**config.mk**
```make
export PLATFORM = sky130hd
export DESIGN_NAME = id_stage_flat
export DESIGN_NICKNAME = d
export VERILOG_FILES = /design/src/rtl/id_stage_if.sv /design/src/rtl/id_stage.sv /design/src/flat_wrapper.sv
export SDC_FILE = /design/constraint.sdc
export NUM_CORES = 1
export LEC_CHECK = 0
export ABC_AREA = 0
export BUFFER_PORTS_ARGS = -buffer_cell sky130_fd_sc_hd__buf_2
export CAP_MARGIN = 5
export CELL_PAD_IN_SITES_DETAIL_PLACEMENT = 0
export CELL_PAD_IN_SITES_GLOBAL_PLACEMENT = 1
export CORE_UTILIZATION = 34
export DETAILED_ROUTE_END_ITERATION = 8
export PLACE_DENSITY_LB_ADDON = 0.1
export SYNTH_ARGS = -nofsm -noshare
export SYNTH_HDL_FRONTEND = slang
export SYNTH_SLANG_ARGS = --single-unit
export TNS_END_PERCENT = 5
```
**constraint.sdc**
```tcl
create_clock -name clk -period 1.7 [get_ports clk]
set_input_delay 0.085 -clock clk [delete_from_list [all_inputs] [get_ports clk]]
set_output_delay 0.085 -clock clk [all_outputs]
set_load 0.05 [all_outputs]
```
**src/rtl/id_stage_if.sv**
```systemverilog
// Fetch-to-decode handshake bundle: instruction word, pc, valid/ready and flush.
interface id_stage_if #(
  parameter int PC_W = 16
);
  logic [31:0]     inst_i;
  logic [PC_W-1:0] pc_i;
  logic            inst_valid_i;
  logic            inst_ready_o;
  logic            flush_i;

  modport master (
    output inst_i, pc_i, inst_valid_i, flush_i,
    input  inst_ready_o
  );

  modport slave (
    input  inst_i, pc_i, inst_valid_i, flush_i,
    output inst_ready_o
  );
endinterface

```
**src/rtl/id_stage.sv**
```systemverilog
// Decode stage: decodes LUI/AUIPC/OP-IMM/OP into the ID/EX register and resolves RAW hazards on EX.
// Define ID_BYPASS_EN to forward the EX result instead of interlocking for one cycle.
module id_stage #(
  parameter int PC_W = 16,
  parameter int XLEN = 32
) (
  input  logic            clk,
  input  logic            rst,
  id_stage_if.slave       fetch,
  output logic [4:0]      rs1_addr_o,
  output logic [4:0]      rs2_addr_o,
  input  logic [XLEN-1:0] rs1_data_i,
  input  logic [XLEN-1:0] rs2_data_i,
  input  logic            ex_rd_we_i,
  input  logic [4:0]      ex_rd_addr_i,
  input  logic [XLEN-1:0] ex_rd_data_i,
  output logic [PC_W-1:0] pc_o,
  output logic [6:0]      opcode_o,
  output logic [6:0]      funct7_o,
  output logic [2:0]      funct3_o,
  output logic [XLEN-1:0] imm_o,
  output logic [XLEN-1:0] rs1_data_o,
  output logic [XLEN-1:0] rs2_data_o,
  output logic            rd_we_o,
  output logic [4:0]      rd_addr_o,
  output logic            valid_o,
  output logic            illegal_o
);

  localparam logic [6:0] OPC_LUI    = 7'b0110111;
  localparam logic [6:0] OPC_AUIPC  = 7'b0010111;
  localparam logic [6:0] OPC_OP_IMM = 7'b0010011;
  localparam logic [6:0] OPC_OP     = 7'b0110011;

  logic [31:0] inst;
  logic [6:0]  opcode;
  logic [4:0]  rd;
  logic        is_lui, is_auipc, is_op_imm, is_op, is_u, legal;
  logic [XLEN-1:0] imm;

  assign inst      = fetch.inst_i;
  assign opcode    = inst[6:0];
  assign rd        = inst[11:7];
  assign is_lui    = (opcode == OPC_LUI);
  assign is_auipc  = (opcode == OPC_AUIPC);
  assign is_op_imm = (opcode == OPC_OP_IMM);
  assign is_op     = (opcode == OPC_OP);
  assign is_u      = is_lui || is_auipc;
  assign legal     = is_u || is_op_imm || is_op;

  assign imm = is_u      ? XLEN'($signed({inst[31:12], 12'b0})) :
               is_op_imm ? XLEN'($signed(inst[31:20]))          : '0;

  assign rs1_addr_o = inst[19:15];
  assign rs2_addr_o = inst[24:20];

  // Per-source hazard detection and operand selection; index 0 is rs1, index 1 is rs2.
  logic [4:0]      src_addr   [2];
  logic            src_use    [2];
  logic [XLEN-1:0] src_rf     [2];
  logic            src_hazard [2];
  logic [XLEN-1:0] src_data   [2];

  assign src_addr[0] = inst[19:15];
  assign src_addr[1] = inst[24:20];
  assign src_use[0]  = is_op_imm || is_op;
  assign src_use[1]  = is_op;
  assign src_rf[0]   = rs1_data_i;
  assign src_rf[1]   = rs2_data_i;

  generate
    for (genvar gi = 0; gi < 2; gi++) begin : g_src
      assign src_hazard[gi] = src_use[gi] && (src_addr[gi] != 5'd0) &&
                              ex_rd_we_i && (ex_rd_addr_i == src_addr[gi]);
`ifdef ID_BYPASS_EN
      assign src_data[gi] = (!src_use[gi] || src_addr[gi] == 5'd0) ? '0 :
                            src_hazard[gi] ? ex_rd_data_i : src_rf[gi];
`else
      assign src_data[gi] = (!src_use[gi] || src_addr[gi] == 5'd0) ? '0 : src_rf[gi];
`endif
    end
  endgenerate

  logic ready;
  logic accept;

`ifdef ID_BYPASS_EN
  assign ready = 1'b1;
`else
  // Interlock: a hazard holds the instruction one cycle until EX retires into the regfile.
  logic hazard;
  logic unused_ex_data;
  assign hazard         = src_hazard[0] || src_hazard[1];
  assign ready          = fetch.flush_i || !hazard;
  assign unused_ex_data = ^ex_rd_data_i;
`endif

  assign fetch.inst_ready_o = ready;
  assign accept             = fetch.inst_valid_i && ready && !fetch.flush_i;

  logic [PC_W-1:0] pc_reg, pc_next;
  logic [6:0]      opcode_reg, opcode_next;
  logic [6:0]      funct7_reg, funct7_next;
  logic [2:0]      funct3_reg, funct3_next;
  logic [XLEN-1:0] imm_reg, imm_next;
  logic [XLEN-1:0] rs1_data_reg, rs1_data_next;
  logic [XLEN-1:0] rs2_data_reg, rs2_data_next;
  logic            rd_we_reg, rd_we_next;
  logic [4:0]      rd_addr_reg, rd_addr_next;
  logic            valid_reg, valid_next;
  logic            illegal_reg, illegal_next;

  // Default is a bubble; an illegal instruction keeps only its pc and the illegal pulse.
  always_comb begin
    pc_next       = '0;
    opcode_next   = '0;
    funct7_next   = '0;
    funct3_next   = '0;
    imm_next      = '0;
    rs1_data_next = '0;
    rs2_data_next = '0;
    rd_we_next    = 1'b0;
    rd_addr_next  = '0;
    valid_next    = 1'b0;
    illegal_next  = 1'b0;
    if (accept) begin
      pc_next = fetch.pc_i;
      if (legal) begin
        opcode_next   = opcode;
        funct7_next   = inst[31:25];
        funct3_next   = inst[14:12];
        imm_next      = imm;
        rs1_data_next = src_data[0];
        rs2_data_next = src_data[1];
        rd_we_next    = (rd != 5'd0);
        rd_addr_next  = rd;
        valid_next    = 1'b1;
      end else begin
        illegal_next  = 1'b1;
      end
    end
  end

  always_ff @(posedge clk or negedge rst) begin
    if (!rst) begin
      pc_reg       <= '0;
      opcode_reg   <= '0;
      funct7_reg   <= '0;
      funct3_reg   <= '0;
      imm_reg      <= '0;
      rs1_data_reg <= '0;
      rs2_data_reg <= '0;
      rd_we_reg    <= 1'b0;
      rd_addr_reg  <= '0;
      valid_reg    <= 1'b0;
      illegal_reg  <= 1'b0;
    end else begin
      pc_reg       <= pc_next;
      opcode_reg   <= opcode_next;
      funct7_reg   <= funct7_next;
      funct3_reg   <= funct3_next;
      imm_reg      <= imm_next;
      rs1_data_reg <= rs1_data_next;
      rs2_data_reg <= rs2_data_next;
      rd_we_reg    <= rd_we_next;
      rd_addr_reg  <= rd_addr_next;
      valid_reg    <= valid_next;
      illegal_reg  <= illegal_next;
    end
  end

  assign pc_o       = pc_reg;
  assign opcode_o   = opcode_reg;
  assign funct7_o   = funct7_reg;
  assign funct3_o   = funct3_reg;
  assign imm_o      = imm_reg;
  assign rs1_data_o = rs1_data_reg;
  assign rs2_data_o = rs2_data_reg;
  assign rd_we_o    = rd_we_reg;
  assign rd_addr_o  = rd_addr_reg;
  assign valid_o    = valid_reg;
  assign illegal_o  = illegal_reg;

endmodule
```
**src/flat_wrapper.sv**
```systemverilog
// flat-port wrapper written by rule: the top's interface ports become plain ports
module id_stage_flat 
#(
  parameter int PC_W = 16,
  parameter int XLEN = 32
)
  (clk, rst, rs1_addr_o, rs2_addr_o, rs1_data_i, rs2_data_i, ex_rd_we_i, ex_rd_addr_i, ex_rd_data_i, pc_o, opcode_o, funct7_o, funct3_o, imm_o, rs1_data_o, rs2_data_o, rd_we_o, rd_addr_o, valid_o, illegal_o, fetch_inst_i, fetch_pc_i, fetch_inst_valid_i, fetch_flush_i, fetch_inst_ready_o);
  id_stage_if #(.PC_W(PC_W)) fetch_i ();
  input  logic clk;
  input  logic rst;
  output logic [4:0] rs1_addr_o;
  output logic [4:0] rs2_addr_o;
  input  logic [XLEN-1:0] rs1_data_i;
  input  logic [XLEN-1:0] rs2_data_i;
  input  logic ex_rd_we_i;
  input  logic [4:0] ex_rd_addr_i;
  input  logic [XLEN-1:0] ex_rd_data_i;
  output logic [PC_W-1:0] pc_o;
  output logic [6:0] opcode_o;
  output logic [6:0] funct7_o;
  output logic [2:0] funct3_o;
  output logic [XLEN-1:0] imm_o;
  output logic [XLEN-1:0] rs1_data_o;
  output logic [XLEN-1:0] rs2_data_o;
  output logic rd_we_o;
  output logic [4:0] rd_addr_o;
  output logic valid_o;
  output logic illegal_o;
  input wire logic [$bits(fetch_i.inst_i)-1:0] fetch_inst_i;
  input wire logic [$bits(fetch_i.pc_i)-1:0] fetch_pc_i;
  input wire logic [$bits(fetch_i.inst_valid_i)-1:0] fetch_inst_valid_i;
  input wire logic [$bits(fetch_i.flush_i)-1:0] fetch_flush_i;
  output wire logic [$bits(fetch_i.inst_ready_o)-1:0] fetch_inst_ready_o;
  assign fetch_i.inst_i = fetch_inst_i;
  assign fetch_i.pc_i = fetch_pc_i;
  assign fetch_i.inst_valid_i = fetch_inst_valid_i;
  assign fetch_i.flush_i = fetch_flush_i;
  assign fetch_inst_ready_o = fetch_i.inst_ready_o;
  id_stage #(.PC_W(PC_W), .XLEN(XLEN)) u_core (.clk(clk), .rst(rst), .fetch(fetch_i), .rs1_addr_o(rs1_addr_o), .rs2_addr_o(rs2_addr_o), .rs1_data_i(rs1_data_i), .rs2_data_i(rs2_data_i), .ex_rd_we_i(ex_rd_we_i), .ex_rd_addr_i(ex_rd_addr_i), .ex_rd_data_i(ex_rd_data_i), .pc_o(pc_o), .opcode_o(opcode_o), .funct7_o(funct7_o), .funct3_o(funct3_o), .imm_o(imm_o), .rs1_data_o(rs1_data_o), .rs2_data_o(rs2_data_o), .rd_we_o(rd_we_o), .rd_addr_o(rd_addr_o), .valid_o(valid_o), .illegal_o(illegal_o));
endmodule
```
# --- Yosys cells after proc, flatten, opt, wreduce, memory -nomap -nowiden ---
# Cells that the tools add are included.
totals:
  output_inout_bits: 148
  word_cells: 67
  ff_bits: 137
op_classes:
  reduce_logical: 25
  n_eq_ne: 6
  n_mux: 25
op_table:
  columns: ["cell", "n"]
  rows:
  - ["$mux W32", 10]
  - ["$mux W7", 4]
  - ["$mux W16", 1]
  - ["$reduce_bool A5 Y1", 3]
  - ["$eq A7 B5 Y1 const B", 2]
  - ["$eq A7 B6 Y1 const B", 2]
  - ["$eq A5 B5 Y1", 2]
  - ["$logic_not A5 Y1", 2]
  - ["$mux W5", 2]
  - ["$logic_and A1 B1 Y1", 8]
  - ["$logic_or A1 B1 Y1", 8]
  - ["$mux W1", 6]
  - ["$mux W3", 2]
  - ["$logic_not A1 Y1", 4]

# --- Logic depth before layout (Yosys ltp) ---
# Gate-level depths: netlist (run 1).
depth:
  ltp_word: 11
  ltp_mapped: 8

# --- Least setup slack after synthesis (run 1) ---
# Ideal clock, no wire load.
synth_timing:
  path_kind: "input to output"
  startpoint: "input fetch_inst_i[15]"
  endpoint: "output fetch_inst_ready_o"
  slack_ns: -0.423
  path_stages: 6
  t_arrival_ns: 2.038
  cell_sequence: "or4_1 > o2111a_1 > buf_6 > buf_6 > buf_6 > o21bai_1"
synth_between:
  elab_chain_len: 7
synth_lines:
  columns: ["item", "line_no", "text"]
  rows:
  - ["start: declaration", "flat_wrapper.sv:29", "input wire logic [$bits(fetch_i.inst_i)-1:0] fetch_inst_i;"]
  - ["$reduce_bool A5 Y1", "id_stage.sv:73", "assign src_hazard[gi] = src_use[gi] && (src_addr[gi] != 5'd0) &&"]
  - ["$logic_and A1 B1 Y1 (2 in series)", "id_stage.sv:73", null]
  - ["$logic_and A1 B1 Y1 (*)", "id_stage.sv:74", "ex_rd_we_i && (ex_rd_addr_i == src_addr[gi]);"]
  - ["$logic_or A1 B1 Y1 (*)", "id_stage.sv:93", "assign hazard = src_hazard[0] || src_hazard[1];"]
  - ["$logic_not A1 Y1 (*)", "id_stage.sv:94", "assign ready = fetch.flush_i || !hazard;"]
  - ["$logic_or A1 B1 Y1 (*)", "id_stage.sv:94", null]
  - ["end: declaration", "flat_wrapper.sv:33", "output wire logic [$bits(fetch_i.inst_ready_o)-1:0] fetch_inst_ready_o;"]
# Every way passes the cells marked *; elsewhere a longest branch is shown, timed or not.

# --- Worst setup path after layout (run 1) ---
layout_timing:
  startpoint: "input fetch_inst_i[20]"
  endpoint: "output fetch_inst_ready_o"
# The elaborated chain is that of the path after synthesis.

==> results of run 1 <==
-- final cells by class --
cell class              count  area, um2
fillers                  1530       7754
flip-flops and latches    137       3428
repair buffers            418       2983
well taps                 225      281.5
clock inverters            11      191.4
clock buffers              21      470.5
multi-input cells         294       2188
-- logic make-up (layout without fill, tap and decap cells) --
kind of cell | Yosys count | after routing
AND/OR/NAND/NOR | 258 | 258
flip-flops | 137 | 137
buffers and inverters | 75 | 450
AO/OA/AOI/OAI | 24 | 24
XOR/XNOR | 10 | 10
other | 1 | 2
-- timing repair --
action | 4_1_cts | 5_1_grt
hold buffers | 97 | 0
pin swaps | 0 | 0
resized for setup | 3 | 1
buffers inserted | 0 | 0
endpoints found under the hold margin | 241 | 0
endpoints found under the setup margin | 1 | 1
-- cell usage after synthesis --
cell type  count
nor4b_1        2
nand2b_1       1
o21ba_2        2
and2_1         1
nor4_2        31
conb_1         1
nand2_1       28
buf_1          2
or4_1          3
buf_6         16
a21oi_1       19
nor2b_1        2
nand3_1       16
o21bai_1       1
and3_1         1
nor3_1        44
o2111a_1       2
dfrtp_1      137
clkbuf_1      41
buf_4         16
nor2_1         3
nand4_1       65
and4_1         1
nor3_2        59
xor2_1        10
nor4b_2        1
-- power by group --
group / internal (mW) / leakage [nW] / switching, mW
registers: 3.29 / 1.90 / 0.00581
clock network: 2.72 / 0.327 / 1.37
logic: 0.366 / 2.81 / 0.469
total: 6.38 / 5.03 / 1.85
-- sequential cells by signal, indices dropped and copies added, names as in the netlist --
| register | flops |
|---|---|
| u_core.imm_o | 32 |
| u_core.rs1_data_o | 32 |
| u_core.rs2_data_o | 32 |
| u_core.pc_o | 16 |
| u_core.funct7_o | 7 |
| u_core.opcode_o | 7 |
| u_core.rd_addr_o | 5 |
| u_core.funct3_o | 3 |
| u_core.illegal_o | 1 |
| u_core.rd_we_o | 1 |
| u_core.valid_o | 1 |
-- metrics by stage --
| step | hold WS [ps] | instances | power, mW | instance area (um2) | utilization (%) |
|---|---|---|---|---|---|
| floorplan | -210.6 | 506 | 3.659 | 6038 | - |
| global placement | -84.25 | 977 | 4.002 | 7894 | 45.64 |
| detailed placement | -83.27 | 977 | 4.009 | 7894 | 45.64 |
| CTS | 36.24 | 1106 | 8.310 | 9539 | 55.15 |
| global route | 41.90 | 1106 | 8.525 | 9543 | 55.17 |
| finish | 46.02 | 1106 | 8.225 | 9543 | 55.17 |
-- layer usage --
layer	vias to the layer above	share of wire, %
met3	24	6.0
met5	-	0
met2	190	50
met4	0	2.2
met1	2616	42
li1	2547	-
-- worst paths after layout --
check | to | slack, ps | cells after the start
hold / removal | u_core.pc_o[2] | 50 | 4
min in group asynchronous | u_core.imm_o[26] | 60 | 2
setup / recovery | fetch_inst_ready_o | 30 | 6
max in group asynchronous | u_core.rs1_data_o[24] | 1060 | 3
==> qor.csv, run 1 <==
stage,metric,value,unit
grt,met1_usage,25.45,%
critical_path,path_cells,buf_2 > or4_1 > o2111a_4 > buf_12 > o21bai_4 > buf_6,
hold_path,hold_path_class,input pin to flip-flop,
die,core_region_area,0.01730,mm2
run_status,outcome,"finished, final reports clean",
place,place.gp.congestion,0.7773,
route,wl,18740,um
route,dr_total_vias,5377,
critical_path,cp-end-kind,primary output,
pwr,p_leak,5.034,nW
route,final_antenna_net_count,0,
pwr,power_density,861.9,mW/mm2
die,rows,48,
synthesis,ys_top_cells_by_area,"dfrtp_1, nor3_2, nand4_1",
final_layout,drive_gt1_share,51.42,%
place,portBuffers,269,
synthesis,synth_top_area_share,56.92,%
synthesis,ys_warn_count,0,
route,wl_per_cell,16.95,um
clock_network,clk_path_buf_depth,2,
critical_path,startpoint_type,input pin,
final_layout,final_common_cell,buf_2,
critical_path,cp_num_buf_inv,3,
synthesis,synthAdderAreaFrac,0,%
grt,grt_max_degree,70,
final_layout,syn2layout_area_growth,58.43,%
timing,setup_slack,33.90,ps
timing,hold_viol_final,0,
synthesis,yosys.area_share.simple,31.49,%
grt,grt_pass1_wl,29210,um
timing,slew_headroom,48.45,%
die,dieHeight,135.1,um
synthesis,syn_inst,505,
grt,use_met2,35.24,%
grt,grt_use_met3,5.743,%
grt,antenna_found_initial,0,
clock_network,cts-root-buf,clkbuf_16,
synthesis,synth_xor_area_share,1.454,%
synthesis,synth_compound_area_share,2.410,%
grt,grtUsageTotal,20.95,%
critical_path,worst-endpoint-required,1620,ps
grt,top_usage_layer,met2,
hold_path,min_from,fetch_flush_i,
grt,grt.overflow.total,0,
critical_path,critPathMaxStageDelay,580,ps
die,die_x,135.1,um
synthesis,yosysTopAreaCell,dfrtp_1,
critical_path,crit_start,fetch_inst_i[20],
timing,min_period,1666,ps
critical_path,crit_family,simple AND/OR/NAND/NOR gates,
pwr,irDropWorstVdd,631.9,uV
die,die_area,0.01825,mm2
critical_path,worstPathArrival,1580,ps
final_layout,fin_nets,1022,
die,io_pins,302,
synthesis,yosysSeqAreaShare,56.92,%
die,initial_core_util,34.82,%
clock_network,clock_sinks,137,
synthesis,synth_top_family_by_area,simple AND/OR/NAND/NOR gates,
clock_network,cts_buffers,17,
route,drc,0,
critical_path,critPathKind,input pin to primary output,
timing,final_max_slew_viol_count,0,
route,drt_iter0_drc,170,
place,hpwl,12620,um
synthesis,ys_seq_elements,137,
clock_network,cts-htree-levels,4,
critical_path,worst_path_max_delay_cell,or4_1,
final_layout,diodes,0,
timing,rsz0062_at_grt,false,
timing,tns,0,ps
run,cap_viol_max_count,0,
final_layout,layout_common_cells,"buf_2, dfrtp_1, dlygate4sd3_1",
synthesis,syn-cell-area,0.006023,mm2
route,drtPass1Iterations,4,
timing,tightest_slew,773.2,ps
clock_network,clk_pin_slew,50,ps
critical_path,cp_max_fo,10,
timing,timing.fmax,600.2,MHz
synthesis,synthMuxAreaShare,0,%
synthesis,syn_avg_cell_area,11.93,um2
timing,fin_crit_sh,98.01,%
synthesis,yosysUniqueCellTypes,26,
place,dpl_worst_slack,-107.4,ps
timing,setup_viol,0,
route,via_per_inst,4.862,
grt,grt_pass1_vias,5644,
clock_network,cts_tree,done,
Note: power is estimated with default switching activity, not from simulation.
==> inputs of run 2 (changes only) <==
ABC_AREA = 1   (was 0)
CORE_UTILIZATION = 31   (was 34)
==> run 2 against run 1 <==
Net effect: routed wire length fell by 20%; total power down 5.4%; flip-flop and latch count unchanged; clock power down 8.3%; critical endpoint unchanged.
==> qor.csv, run 2 <==
stage,metric,value,unit,change
route,drtPass1Iterations,4,,unchanged
timing,timing.fmax,732.5,MHz,was 600.2 MHz
grt,grtUsageTotal,18.05,%,was 20.95%
grt,top_usage_layer,met2,,unchanged
route,drt_iter0_drc,208,,was 170
final_layout,fin_area,0.008317,mm2,was 0.009543 mm2
grt,met1_usage,21.29,%,was 25.45%
clock_network,cts-htree-levels,4,,unchanged
pwr,p_int,6.007,mW,was 6.375 mW
timing,min_period,1365,ps,was 1666 ps
pwr,swShare,22.82,%,was 22.49%
route,wl,14930,um,"was 18,740 um"
critical_path,worstPathArrival,1280,ps,was 1580 ps
clock_network,cts-root-buf,clkbuf_16,,unchanged
clock_network,cts_resized,0,,was 3
timing,rsz0062_at_grt,false,,unchanged
synthesis,ys_warn_count,0,,unchanged
grt,grt.overflow.total,0,,unchanged
timing,fin_crit_sh,80.31,%,was 98.01%
grt,grt_pass1_wl,22640,um,"was 29,210 um"
clock_network,cts_tree,done,,unchanged
die,die_x,129.3,um,was 135.1 um
grt,grt_max_degree,51,,was 70
place,dp_cells,983,,was 977
place,place.gp.congestion,0.7989,,was 0.7773
synthesis,synthArstFlopShare,100.0,%,unchanged
place,hpwl,9987,um,"was 12,620 um"
synthesis,syn_inst,515,,was 505
place,portBuffers,269,,unchanged
grt,antenna_found_initial,0,,unchanged
synthesis,syn-cell-area,0.005024,mm2,was 0.006023 mm2
die,initial_core_util,31.74,%,was 34.82%
die,die_area,0.01672,mm2,was 0.01825 mm2
pwr,clockPowerShare,48.3,%,was 49.8%
place,dpl_worst_slack,202.0,ps,was -107.4 ps
grt,grt_pass1_vias,4534,,"was 5,644"
final_layout,multi_input_area,0.001197,mm2,was 0.002188 mm2
route,drc,0,,unchanged
synthesis,synth_flop_cell,dfrtp_1,,unchanged
pwr,p_seq_share,42.3,%,was 40.0%
clock_network,cts_setup_buffers,0,,unchanged
route,dr_total_vias,4634,,"was 5,377"
clock_network,clk_pin_slew,60,ps,was 50 ps
final_layout,instances_no_fill,1121,,"was 1,106"
die,rows,46,,was 48
run_status,outcome,"finished, final reports clean",,unchanged
synthesis,syn_avg_cell_area,9.755,um2,was 11.93 um2
timing,setup_viol,0,,unchanged
timing,final_max_slew_viol_count,0,,unchanged
synthesis,ys_seq_elements,137,,unchanged
timing,tns,0,ps,unchanged
clock_network,clk_path_buf_depth,2,,unchanged
final_layout,regArea,0.003428,mm2,unchanged
timing,hold_viol_final,0,,unchanged
final_layout,drive_gt1_share,35.80,%,was 51.42%
timing,setup_slack,334.7,ps,was 33.90 ps
pwr,pwr-share-comb,9.5,%,was 10.2%
clock_network,clock_sinks,137,,unchanged
die,io_pins,302,,unchanged
synthesis,yosysUniqueCellTypes,24,,was 26
synthesis,yosysTopAreaCell,dfrtp_1,,unchanged
final_layout,final_common_cell,buf_2,,unchanged
critical_path,worst-endpoint-required,1620,ps,about the same
route,final_antenna_net_count,0,,unchanged
critical_path,critPathKind,input pin to primary output,,unchanged
synthesis,yosysSeqAreaShare,68.24,%,was 56.92%
grt,grt_use_met3,4.831,%,was 5.743%
clock_network,cts_buffers,17,,unchanged
final_layout,fin_nets,1046,,"was 1,022"
final_layout,syn2layout_area_growth,65.55,%,was 58.43%
pwr,power_density,935.8,mW/mm2,was 861.9 mW/mm2
pwr,p_leak,4.653,nW,was 5.034 nW
synthesis,synth_edf_count,0,,unchanged
synthesis,synth_common_cells,"nor2_1, dfrtp_1, nand2_1, inv_1, o21ai_0",,"was dfrtp_1, nand4_1, nor3_2, nor3_1, clkbuf_1"
die,core_region_area,0.01583,mm2,was 0.01730 mm2
route,via_per_inst,4.134,,was 4.862
critical_path,cp-end-kind,primary output,,unchanged
run,cap_viol_max_count,0,,unchanged
final_layout,diodes,0,,unchanged
hold_path,hold_path_class,input pin to flip-flop,,unchanged
pwr,irDropWorstVdd,639.0,uV,was 631.9 uV
clock_network,hold_buffers,106,,was 97
final_layout,nFillCells,1488,,"was 1,530"
place,post_dp_cell_area,0.006650,mm2,was 0.007894 mm2
grt,use_met2,31.31,%,was 35.24%
critical_path,cp_max_fo,5,,was 10
critical_path,startpoint_type,input pin,,unchanged
die,dieHeight,129.3,um,was 135.1 um
synthesis,synth_top_area_share,68.24,%,was 56.92%
final_layout,layout_common_cells,"buf_2, nor2_1, dfrtp_1",,"was buf_2, dfrtp_1, dlygate4sd3_1"
pwr,p_sw,1.776,mW,was 1.850 mW
synthesis,ys_top_cells_by_area,"dfrtp_1, nor2_1, nand2_1",,"was dfrtp_1, nor3_2, nand4_1"
synthesis,yosysMostFrequentCell,nor2_1,,was dfrtp_1
route,wl_per_cell,13.32,um,was 16.95 um
-- run 2: changes by cell type in the layout (fill, tap and decap cells not counted), sizes merged, moves of 10 or more --
cell,change
a21oi,-17
buf,-36
inv,+55
nand2,+74
nand3,-10
nand4,-61
nor2,+145
nor3,-101
nor4,-31
o21ai,+20
-- run 2: path summary, 6_finish.rpt --
check	startpoint	endpoint	slack [ps]	depth (start not counted)
max in group asynchronous	rst	u_core.rs1_data_o[7]	900	3
hold / removal	fetch_inst_i[21]	u_core.imm_o[21]	10	3
setup / recovery	fetch_inst_i[0]	fetch_inst_ready_o	330	8
min in group asynchronous	rst	u_core.rs2_data_o[21]	160	2
-- run 2: final cells by class --
class / count / share of cell area, %
sequential: 137 / 41.22
timing repair buffer: 391 / 31.37
multi-input combinational: 290 / 14.40
clock buffer: 21 / 5.536
tap: 216 / 3.250
inverter: 55 / 2.482
clock inverter: 11 / 1.745
-- run 2: cell families after synthesis --
| group | Yosys count | share of synthesized area [%] |
|---|---|---|
| and+or+nand+nor | 262 | 20.75 |
| DFF | 137 | 68.24 |
| buffers and inverters | 89 | 8.119 |
| AOI/OAI and AO/OA | 24 | 2.466 |
| xor gates and xnor gates | 2 | 0.3488 |
| other | 1 | 0.07465 |
-- run 2: metal layers --
| metal | share of wire [%] | up-vias |
|---|---|---|
| met5 | 0 | - |
| li1 | - | 2270 |
| met2 | 51 | 162 |
| met4 | 1.4 | 0 |
| met1 | 42 | 2186 |
| met3 | 6.1 | 16 |
-- run 2: through the flow --
stage / power [mW] / hold slack (ps) / util (%)
after floorplan: 3.604 / -210.6 / -
after global placement: 3.897 / 26.98 / 42.02
after detailed placement: 3.899 / 38.24 / 42.02
after CTS: 7.887 / 2.978 / 52.55
after global routing: 8.089 / 41.79 / 52.55
final: 7.782 / 11.43 / 52.55
-- run 2: worst max-delay path, cell delays in order --
cell	delay [ps]
buf_2	70
nand2_1	130
inv_1	80
nand3_1	170
nor2_4	170
nand3_2	150
a21o_1	210
buf_2	210
-- run 2: power by group through the flow --
stage	Combinational [mW]	Sequential [mW]	Clock (mW)
floorplan	0.175	3.43	0
global route	0.810	3.29	3.99
global placement	0.550	3.35	0
finish	0.738	3.29	3.76
detailed placement	0.552	3.35	0
CTS	0.748	3.29	3.85
==> inputs of run 3 (changes only) <==
clock period = 1.31 ns   (was 1.7 ns; I/O delays follow)
==> run 3 against run 2 <==
Net effect: routed wire length grew 1.4%; non-clock buffer count is 12 higher; count of clock-buffer cells in the layout down 3; flip-flop and latch count did not move; critical path type unchanged; combinational power grew 32%; via count is 0.47% higher; global-route usage rose by 0.27 points; cell count grew 1.1%; sequential power up 30%; total power rose by 35%; highest routed layer unchanged; die area unchanged.
==> qor.csv, run 3 (same netlist as run 2, synthesis figures left out) <==
stage,metric,value,unit,change
hold_path,min_path_cells,3,,unchanged
die,core_region_area,0.01583,mm2,unchanged
timing,tns,0,ps,unchanged
grt,grtUsageTotal,18.31,%,was 18.05%
critical_path,cp_max_fo,5,,unchanged
pwr,clockPowerShare,50.0,%,was 48.3%
critical_path,critPathKind,input pin to primary output,,unchanged
route,wl_per_cell,13.36,um,was 13.32 um
pwr,swShare,22.62,%,was 22.82%
place,place.gp.congestion,0.7891,,was 0.7989
route,drt_iter0_drc,144,,was 208
grt,grt_max_degree,53,,was 51
grt,grt_pass1_vias,4716,,"was 4,534"
die,die_x,129.3,um,unchanged
critical_path,startpoint_type,input pin,,unchanged
clock_network,clk_pin_slew,50,ps,was 60 ps
route,wl,15140,um,"was 14,930 um"
grt,grt_pass1_wl,23200,um,"was 22,640 um"
critical_path,cp-end-kind,primary output,,unchanged
grt,antenna_found_initial,0,,unchanged
route,final_antenna_net_count,0,,unchanged
hold_path,hold_path_class,input pin to flip-flop,,unchanged
critical_path,worst-endpoint-required,1240,ps,was 1620 ps
pwr,p_int,8.111,mW,was 6.007 mW
grt,grt.overflow.total,0,,unchanged
timing,min_period,1207,ps,
place,post_dp_cell_area,0.006720,mm2,was 0.006650 mm2
pwr,p_sw,2.370,mW,was 1.776 mW
pwr,p_seq_share,40.7,%,was 42.3%
final_layout,layout_common_cells,"buf_2, nor2_1, dfrtp_1",,unchanged
run,cap_viol_max_count,0,,unchanged
timing,fin_crit_sh,92.14,%,
route,drtPass1Iterations,4,,unchanged
place,portBuffers,269,,unchanged
place,dp_cells,994,,was 983
die,rows,46,,unchanged
clock_network,clk_path_buf_depth,2,,unchanged
die,initial_core_util,31.74,%,unchanged
clock_network,cts_tree,done,,unchanged
timing,timing.fmax,828.5,MHz,
timing,hold_slack,12.86,ps,was 11.43 ps
pwr,power.total,10.48,mW,was 7.782 mW
route,via_per_inst,4.109,,was 4.134
critical_path,critPathMaxStageDelay,180,ps,was 210 ps
pwr,irDropWorstVdd,817.0,uV,was 639.0 uV
clock_network,cts_buffers,17,,unchanged
hold_path,hold_path_end,u_core.imm_o[15],,was u_core.imm_o[21]
final_layout,final_common_cell,buf_2,,unchanged
timing,hold_viol_final,0,,unchanged
critical_path,crit_family,simple AND/OR/NAND/NOR gates,,unchanged
die,io_pins,302,,unchanged
final_layout,fin_nets,1058,,"was 1,046"
timing,final_max_slew_viol_count,0,,unchanged
timing,setup_viol,0,,unchanged
final_layout,drive_gt1_share,37.40,%,was 35.80%
final_layout,syn2layout_area_growth,68.54,%,was 65.55%
clock_network,cts-htree-levels,4,,unchanged
pwr,power_density,1238,mW/mm2,was 935.8 mW/mm2
clock_network,clock_sinks,137,,unchanged
pwr,p_leak,4.742,nW,was 4.653 nW
die,dieHeight,129.3,um,unchanged
final_layout,instances_no_fill,1133,,"was 1,121"
run_status,outcome,"finished, final reports clean",,unchanged
critical_path,path_cells,buf_2 > inv_1 > nand2_1 > nor2_2 > nand2_2 > nor2_4 > nand3_4 > a21o_1 > buf_6,,was buf_2 > nand2_1 > inv_1 > nand3_1 > nor2_4 > nand3_2 > a21o_1 > buf_2
clock_network,cts-root-buf,clkbuf_16,,unchanged
route,dr_total_vias,4656,,"was 4,634"
die,die_area,0.01672,mm2,unchanged
critical_path,worstPathArrival,1140,ps,was 1280 ps
final_layout,fin_area,0.008467,mm2,was 0.008317 mm2
critical_path,worst_path_max_delay_cell,a21o_1,,unchanged
hold_path,min_from,fetch_inst_i[15],,was fetch_inst_i[21]
critical_path,cp_num_buf_inv,3,,unchanged
place,hpwl,10360,um,was 9987 um
route,drc,0,,unchanged
final_layout,diodes,0,,unchanged
pwr,pwr-share-comb,9.3,%,was 9.5%
==> run 3: final cells by class <==
| class | count | area [um2] |
|---|---|---|
| clock buffer | 18 | 429.2 |
| clock inverter | 14 | 220.2 |
| fill | 1497 | 7361 |
| inverter | 55 | 206.4 |
| multi-input combinational | 290 | 1227 |
| sequential | 137 | 3428 |
| tap | 216 | 270.3 |
| timing repair buffer | 403 | 2685 |
==> run 3: timing repair <==
action / 4_1_cts / 5_1_grt
setup endpoints to repair: 0 / 1
hold buffers: 103 / 0
endpoints found under the hold margin: 259 / 0
setup buffers: 0 / 4
gates resized for setup: 0 / 9
==> run 3: worst max-delay path by stage <==
stage | from | to | slack (ps) | depth (start not counted)
floorplan | fetch_inst_i[2] | u_core.rs2_data_o[10] | 120 | 9
finish | fetch_inst_i[2] | fetch_inst_ready_o | 100 | 9
detailed placement | fetch_inst_i[4] | u_core.rs2_data_o[6] | -100 | 9
global placement | fetch_inst_i[0] | u_core.rs2_data_o[0] | -80 | 9
global route | fetch_inst_i[2] | fetch_inst_ready_o | -2 | 9
CTS | fetch_inst_i[4] | fetch_inst_ready_o | 8 | 8
==> run 3: per-layer routing <==
layer	GRT usage (%)	vias to the layer above	part of all wire [%]
li1	-	2298	-
met1	21.21	2161	42
met2	32.07	176	51
met3	4.707	21	5.9
met4	7.820	0	2.0
met5	0	-	0
==> run 3: power groups by stage <==
stage	Combinational [mW]	Clock, mW	Sequential (mW)
3_5_place_dp	0.736	0	4.34
2_1_floorplan	0.227	0	4.45
4_1_cts	0.984	5.35	4.27
5_1_grt	1.07	5.53	4.27
3_3_place_gp	0.736	0	4.34
6_report	0.976	5.24	4.27
==> run 3: through the flow <==
step | setup slack, ps | util (%)
after floorplan | 122.1 | -
after global routing | -1.747 | 53.49
after CTS | 8.403 | 53.08
after global placement | -75.82 | 42.46
after detailed placement | -101.1 | 42.46
final | 102.9 | 53.49
